==> src/rtl/regfile_scoreboard.sv <==
// regfile_scoreboard
//   Architectural register store for the pipelined core: NREG x XLEN register
//   file with NRD combinational read ports, one write (writeback) port,
//   optional same-cycle write-to-read forwarding, and a per-register busy
//   scoreboard that raises stall on RAW/WAW hazards at issue.
//   Register 0 is hardwired to zero and is never marked busy.
//
// Ports
//   clk      in   1         rising-edge clock
//   rst      in   1         asynchronous reset, active-low
//   wr_en    in   1         writeback valid
//   wr_addr  in   AW        writeback destination
//   wr_data  in   XLEN      writeback data
//   rd_addr  in   NRD*AW    packed read addresses, port p at [p*AW +: AW]
//   rd_use   in   NRD       port p source is needed by the issuing instruction
//   rd_data  out  NRD*XLEN  packed read data (combinational)
//   iss_en   in   1         issue request; marks iss_rd busy when accepted
//   iss_rd   in   AW        destination of the issuing instruction
//   stall    out  1         hazard present; issue not accepted this cycle
//   busy     out  NREG      scoreboard bitmap, bit r = write pending on r
module regfile_scoreboard #(
  parameter  int XLEN   = 32,
  parameter  int NREG   = 32,
  parameter  int NRD    = 2,
  parameter  int BYPASS = 1,
  localparam int AW     = $clog2(NREG)
) (
  input  logic                clk,
  input  logic                rst,
  input  logic                wr_en,
  input  logic [AW-1:0]       wr_addr,
  input  logic [XLEN-1:0]     wr_data,
  input  logic [NRD*AW-1:0]   rd_addr,
  input  logic [NRD-1:0]      rd_use,
  output logic [NRD*XLEN-1:0] rd_data,
  input  logic                iss_en,
  input  logic [AW-1:0]       iss_rd,
  output logic                stall,
  output logic [NREG-1:0]     busy
);

  localparam logic BYP = (BYPASS != 0);

  logic [XLEN-1:0] regs_q [NREG];
  logic [NREG-1:0] busy_q;
  logic [NREG-1:0] busy_d;

  logic [NRD-1:0]  fwd_hit;
  logic [NRD-1:0]  raw;
  logic            waw;
  logic            accept;

  // Forwarding match per read port. Address 0 is excluded from the data path
  // below; for the hazard term it is harmless because busy[0] is never set.
  always_comb begin
    fwd_hit = '0;
    for (int unsigned p = 0; p < NRD; p++) begin
      fwd_hit[p] = BYP && wr_en && (wr_addr == rd_addr[p*AW +: AW]);
    end
  end

  always_comb begin
    rd_data = '0;
    raw     = '0;
    for (int unsigned p = 0; p < NRD; p++) begin
      if (rd_addr[p*AW +: AW] != '0) begin
        if (fwd_hit[p]) begin
          rd_data[p*XLEN +: XLEN] = wr_data;
        end else begin
          rd_data[p*XLEN +: XLEN] = regs_q[rd_addr[p*AW +: AW]];
        end
      end
      raw[p] = rd_use[p] && busy_q[rd_addr[p*AW +: AW]] && !fwd_hit[p];
    end
  end

  // A pending write to iss_rd that retires this cycle clears the WAW hazard
  // regardless of BYPASS: the scoreboard slot is free again at the edge.
  always_comb begin
    waw    = busy_q[iss_rd] && !(wr_en && (wr_addr == iss_rd));
    stall  = iss_en && ((|raw) || waw);
    accept = iss_en && !stall && (iss_rd != '0);
  end

  // Writeback clears first, then an accepted issue sets, so issue wins when
  // both target the same register in one cycle.
  always_comb begin
    busy_d = busy_q;
    if (wr_en && (wr_addr != '0)) begin
      busy_d[wr_addr] = 1'b0;
    end
    if (accept) begin
      busy_d[iss_rd] = 1'b1;
    end
    busy_d[0] = 1'b0;
  end

  always_ff @(posedge clk or negedge rst) begin
    if (!rst) begin
      for (int unsigned r = 0; r < NREG; r++) begin
        regs_q[r] <= '0;
      end
      busy_q <= '0;
    end else begin
      if (wr_en && (wr_addr != '0)) begin
        regs_q[wr_addr] <= wr_data;
      end
      busy_q <= busy_d;
    end
  end

  assign busy = busy_q;

endmodule
==> config.mk <==
export PLATFORM = sky130hd
export DESIGN_NAME = regfile_scoreboard
export DESIGN_NICKNAME = d
export VERILOG_FILES = /design/src/rtl/regfile_scoreboard.sv
export SDC_FILE = /design/constraint.sdc
export NUM_CORES = 2
export LEC_CHECK = 0
export ABC_AREA = 1
export CAP_MARGIN = 25
export CORE_UTILIZATION = 40
export DETAILED_ROUTE_END_ITERATION = 7
export SLEW_MARGIN = 15
export SYNTH_ARGS = -nofsm -noshare
export SYNTH_HDL_FRONTEND = slang
export SYNTH_SLANG_ARGS = --single-unit
==> constraint.sdc <==
create_clock -name clk -period 9.6 [get_ports clk]
set_clock_uncertainty 0.1 [all_clocks]
set_input_delay 2.88 -clock clk [delete_from_list [all_inputs] [get_ports clk]]
set_output_delay 2.88 -clock clk [all_outputs]
set_load 0.01 [all_outputs]
# Word level (Yosys, flattened, before mapping)
# Index checks and enable logic that the tools add are counted.
# Widths: inputs -> output; s select.
[classes] bitwise=6 n_reduce_logical=25 order_cmp=10 eq_ne=3 n_mux=25
[op_table] operator="$bwmux 1024" count=1
[op_table] operator="$mux 32" count=11
[op_table] operator="$bmux 32 s5" count=2
[op_table] operator="$demux 32 s5" count=1
[op_table] operator="$and 32x32->32" count=1
[op_table] operator="$not 32->32" count=1
[op_table] operator="$or 32x32->32" count=1
[op_table] operator="$lt 5x6->1 const B" count=4
[op_table] operator="$reduce_bool 5->1" count=4
[op_table] operator="$ge 6x6->1 const B" count=3
[op_table] operator="$not 5->6" count=3
[op_table] operator="$bmux 1 s5" count=3
[op_table] operator="$eq 5x5->1" count=3
[op_table] operator="$logic_and 1x1->1" count=15
[op_table] operator="$demux 1 s5" count=2
[op_table] operator="$ge 5x1->1 const B" count=2
[op_table] operator="$lt 6x1->1 const B" count=1
[op_table] operator="$mux 1" count=5
[op_table] operator="$logic_not 1->1" count=4
[op_table] operator="$reduce_or 2->1" count=1
[op_table] operator="$logic_or 1x1->1" count=1
[word_totals] word_cells=102 out_inout_bits=97 ff_bits=1055 input_bits=58

# Logic depth before layout (Yosys ltp)
[depth] word_depth=11 depth_mapped=15 ltp_nobuf=13

# Worst setup path before layout
# Ideal clock, no wire load.
[synth_timing] path_kind="input -> output" startpoint="input port rd_addr[5]" endpoint="output port rd_data[54]" arrival_time_ns=4.234 setup_slack_ns=2.386 t_required_ns=6.620 cell_stages=12 n_path_buf=5 path_cell_list="buf_6 > buf_6 > buf_6 > buf_6 > buf_6 > a21oi_1 > o21ai_0 > nand3_1 > nand3_1 > nand2_1 > nand2_1 > a31oi_1"
[synth_via] elab_chain_len=6 word_cells_on_any_way=9 cone_classes="eq/ne: 1; mux: 5; bitwise: 1; reduce/logical: 2"
[synth_rtl] item="from (decl)" line_no="33" source="input logic [NRD*AW-1:0] rd_addr,"
[synth_rtl] item="$not 5->6 (implied by the code)" line_no="70" source="rd_data[p*XLEN +: XLEN] = regs_q[rd_addr[p*AW +: AW]];"
[synth_rtl] item="$bmux 32 s5" line_no="70"
[synth_rtl] item="$mux 32 (implied by the code) (2 in series)" line_no="70"
[synth_rtl] item="$mux 32" line_no="67" source="if (fwd_hit[p]) begin"
[synth_rtl] item="$mux 32 (*)" line_no="66" source="if (rd_addr[p*AW +: AW] != '0) begin"
[synth_rtl] item="to (decl)" line_no="35" source="output logic [NRD*XLEN-1:0] rd_data,"
# Every way passes the cells marked *; elsewhere a longest branch is shown, timed or not. The select of a mux whose other input is x is not followed.

# Worst setup path in the final report
[layout_timing] startpoint="input port wr_addr[4]" endpoint="output port rd_data[20]"
[layout_via] elab_chain_len=4
[layout_rtl] item="from (decl)" line_no="31" source="input logic [AW-1:0] wr_addr,"
[layout_rtl] item="$eq 5x5->1" line_no="58" source="fwd_hit[p] = BYP && wr_en && (wr_addr == rd_addr[p*AW +: AW]);"
[layout_rtl] item="$logic_and 1x1->1" line_no="58"
[layout_rtl] item="$mux 32" line_no="67"
[layout_rtl] item="$mux 32" line_no="66"
# No other way between the ends.

==> results.yml <==
die:
  core_area_um2: 146000
  start_util: 0.405
  fp.dieH_um: 386
  io_pins: 155
  die_w_um: 386
  placementRows: 140
  die-area_um2: 149000
flow_run:
  drv_cap: 0
global_route:
  antenna_found_initial: 21
  use_met3: 0.0739
  overflow: 0
  grt_pass1_vias: 55100
  busiest_layer: "met2"
  gr-usage-met2: 0.488
  grt_pass1_wl_um: 369000
  grtUsageMet1: 0.467
  grt_start_max_net_pins: 198
  grt.total_usage: 0.332
synthesis:
  yosysTopAreaCellShare: 0.447
  yosys.area_share.simple: 0.178
  ys_types: 36
  synthTopCellsByArea: "dfrtp_1 (45%), o21ai_0 (14%), a21oi_1 (10%)"
  synth-compound-area-share: 0.272
  synth_edf_count: 0
  synth_top_family_by_area: "compound AO/OA/AOI/OAI gates"
  muxShareOfSynthArea: 0
  synth_xor_area_frac: 0.000148
  synthArstFlopShare: 1.00
  synth_area_um2: 59100
  yosysSeqAreaShare: 0.447
  syn_nets: 8095
  syn_avg_cell_area_um2: 7.35
  yosysTopAreaCell: "dfrtp_1"
  ys_ff_latch: 1055
  ys.flop_type: "dfrtp_1"
  synthCells: 8037
  yosys_warnings: 0
  synthAdderAreaFrac: 0
run_status:
  status: "completed"
power_and_ir_drop:
  power.density_nw_per_um2: 209
  power_mw: 13.7
  p_leak_nw: 28.5
  ir_drop_v: 0.000153
cts:
  clkLatencyLatePin_ns: 0.73
  clock_sinks: 1055
  htree_levels: 3
  cts_buffer_depth: 3
  clkTransAtPathRegs_ns: 0.06
  post_cts_buffers: 0
  ctsRootBufferMaster: "clkbuf_16"
  cts_tree: "built"
  cts_buffers: 114
sta:
  drv_slew: 0
  fin_crit_ns: 9.50
  final.setup.tns_ns: 0
  setup_viol: 0
  final.period_utilization: 0.989
  grt_setup_unrepaired: "false"
  max_freq_mhz: 105
  max_slew_margin: 0.230
  hold_viol: 0
  tightest_slew_ns: 1.15
place:
  place.gp.congestion: 0.933
  dp_hpwl_um: 139000
  port_buffers: 153
layout:
  syn_to_final_growth_pct: 10.6
  final_nets: 7763
  drive_gt1_frac: 0.0599
  multi_input_area_um2: 26800
  ff_latch_area_um2: 26400
  n_fill_cell: 14800
detailed_routing:
  wire_per_inst_um: 25.8
  postRouteAntennaNets: 0
  dr.pass1.iters: 7
  drc: 0
  dr_total_vias: 59800
  drt_iter0_drc: 9614
  drt_wl_total_um: 251000
  drt-vias-per-instance: 6.14
critical_path:
  cp_max_fo: 48
  setup.worst_path.end_class: "output port"
  cp_data_required_time_ns: 6.62
  path_class: "in2out"
  start_kind: "input port"
  worstPathArrival_ns: 6.52
hold_path:
  hold_path.class: "reg2reg"
## critical path, cell delays in order
cell and delay [ns]:
clkdlybuf4s50_1 0.66, inv_1 0.20, o22ai_1 0.19, nor2_1 0.10
nand3_4 0.08, buf_4 0.68, o21ai_0 0.15, a21oi_1 0.79
clkdlybuf4s50_1 0.70
## cells by family (layout without fill, tap and decap cells)
logic type      after synthesis  in the layout
flops                      1055           1055
xor+xnor                      1              1
compound gates             3120           3120
other cells                   1             11
buf+inv                    1409           1174
simple gates               2451           2451
## path summary, 6_finish.rpt
path	endpoint	from	cells past startpoint	slack (ns)
worst min register to register	regs_q[993]	regs_q[993]	0	0.30
worst max-delay path	rd_data[20]	wr_addr[4]	9	0.10
max in group asynchronous	regs_q[26]	rst	3	5.57
worst max register to register	busy[17]	busy[14]	9	7.37
worst min-delay path	regs_q[993]	regs_q[993]	0	0.30
min in group asynchronous	regs_q[970]	rst	1	2.10
## area by class of cell
cell class | instances | share of cell area
multi-input combinational | 5573 | 0.410
clock inverter | 37 | 0.00754
antenna | 10 | 0.000383
sequential | 1055 | 0.404
timing repair buffer | 348 | 0.0536
clock buffer | 176 | 0.0524
tap | 1917 | 0.0367
inverter | 613 | 0.0360
## metrics by stage
step	cells	setup slack, ns	utilization	hold WS, ns	area (um2)
CTS	9718	0.226	0.447	0.295	65300
global route	9726	0.0370	0.447	0.303	65400
floorplan	8037	2.39	-	0.340	59100
detailed placement	9505	0.226	0.420	0.281	61400
global placement	9501	0.267	0.419	0.276	61300
finish	9729	0.104	0.447	0.296	65400
## registers in the layout, summed over array words and instances (netlist names)
name,flops
busy,31
regs_q,1024
## metal layers
| metal | part of all wire | routed length, um | vias up |
|---|---|---|---|
| li1 | - | - | 26600 |
| met1 | 0.40 | 101000 | 28400 |
| met2 | 0.42 | 106000 | 4100 |
| met3 | 0.13 | 32500 | 688 |
| met4 | 0.047 | 11700 | 12 |
| met5 | 0.00028 | 71 | - |
## synthesized netlist by cell type (19+ instances only)
library cell,count
o21ai_0,1700
nand2_1,1194
a21oi_1,1189
dfrtp_1,1055
nand3_1,798
inv_1,594
nor2_1,369
clkbuf_1,342
buf_2,285
o211ai_1,117
buf_1,86
o21ai_1,56
nand4_1,39
buf_4,37
buf_6,34
o2111ai_1,24
nor2_4,21
nor3_1,19
## power breakdown
group          internal (mW)  switching (mW)
clock                   2.70            2.01
combinational           1.05            1.97
sequential              5.41           0.526
## timing repair
action	in CTS	in global routing
gates resized for setup	0	1
setup endpoints to repair	0	1
hold buffers	0	0
## cell usage in the layout (no fill, tap or decap), types with 18 or more instances in the layout
cell             netlist  final
o21ai_0             1700   1700
a21oi_1             1189   1188
nand2_1             1194   1186
dfrtp_1             1055   1055
nand3_1              798    795
inv_1                594    588
nor2_1               369    365
buf_4                 37    163
clkdlybuf4s50_1        0    142
o211ai_1             117    117
clkbuf_16              0    115
o21ai_1               56     56
nand4_1               39     39
clkbuf_8               0     32
buf_12                 0     31
clkbuf_1             342     29
o2111ai_1             24     24
nor2_4                21     24
clkinv_2               0     21
nor3_1                19     18
Note: power is estimated with default switching activity, not from simulation.
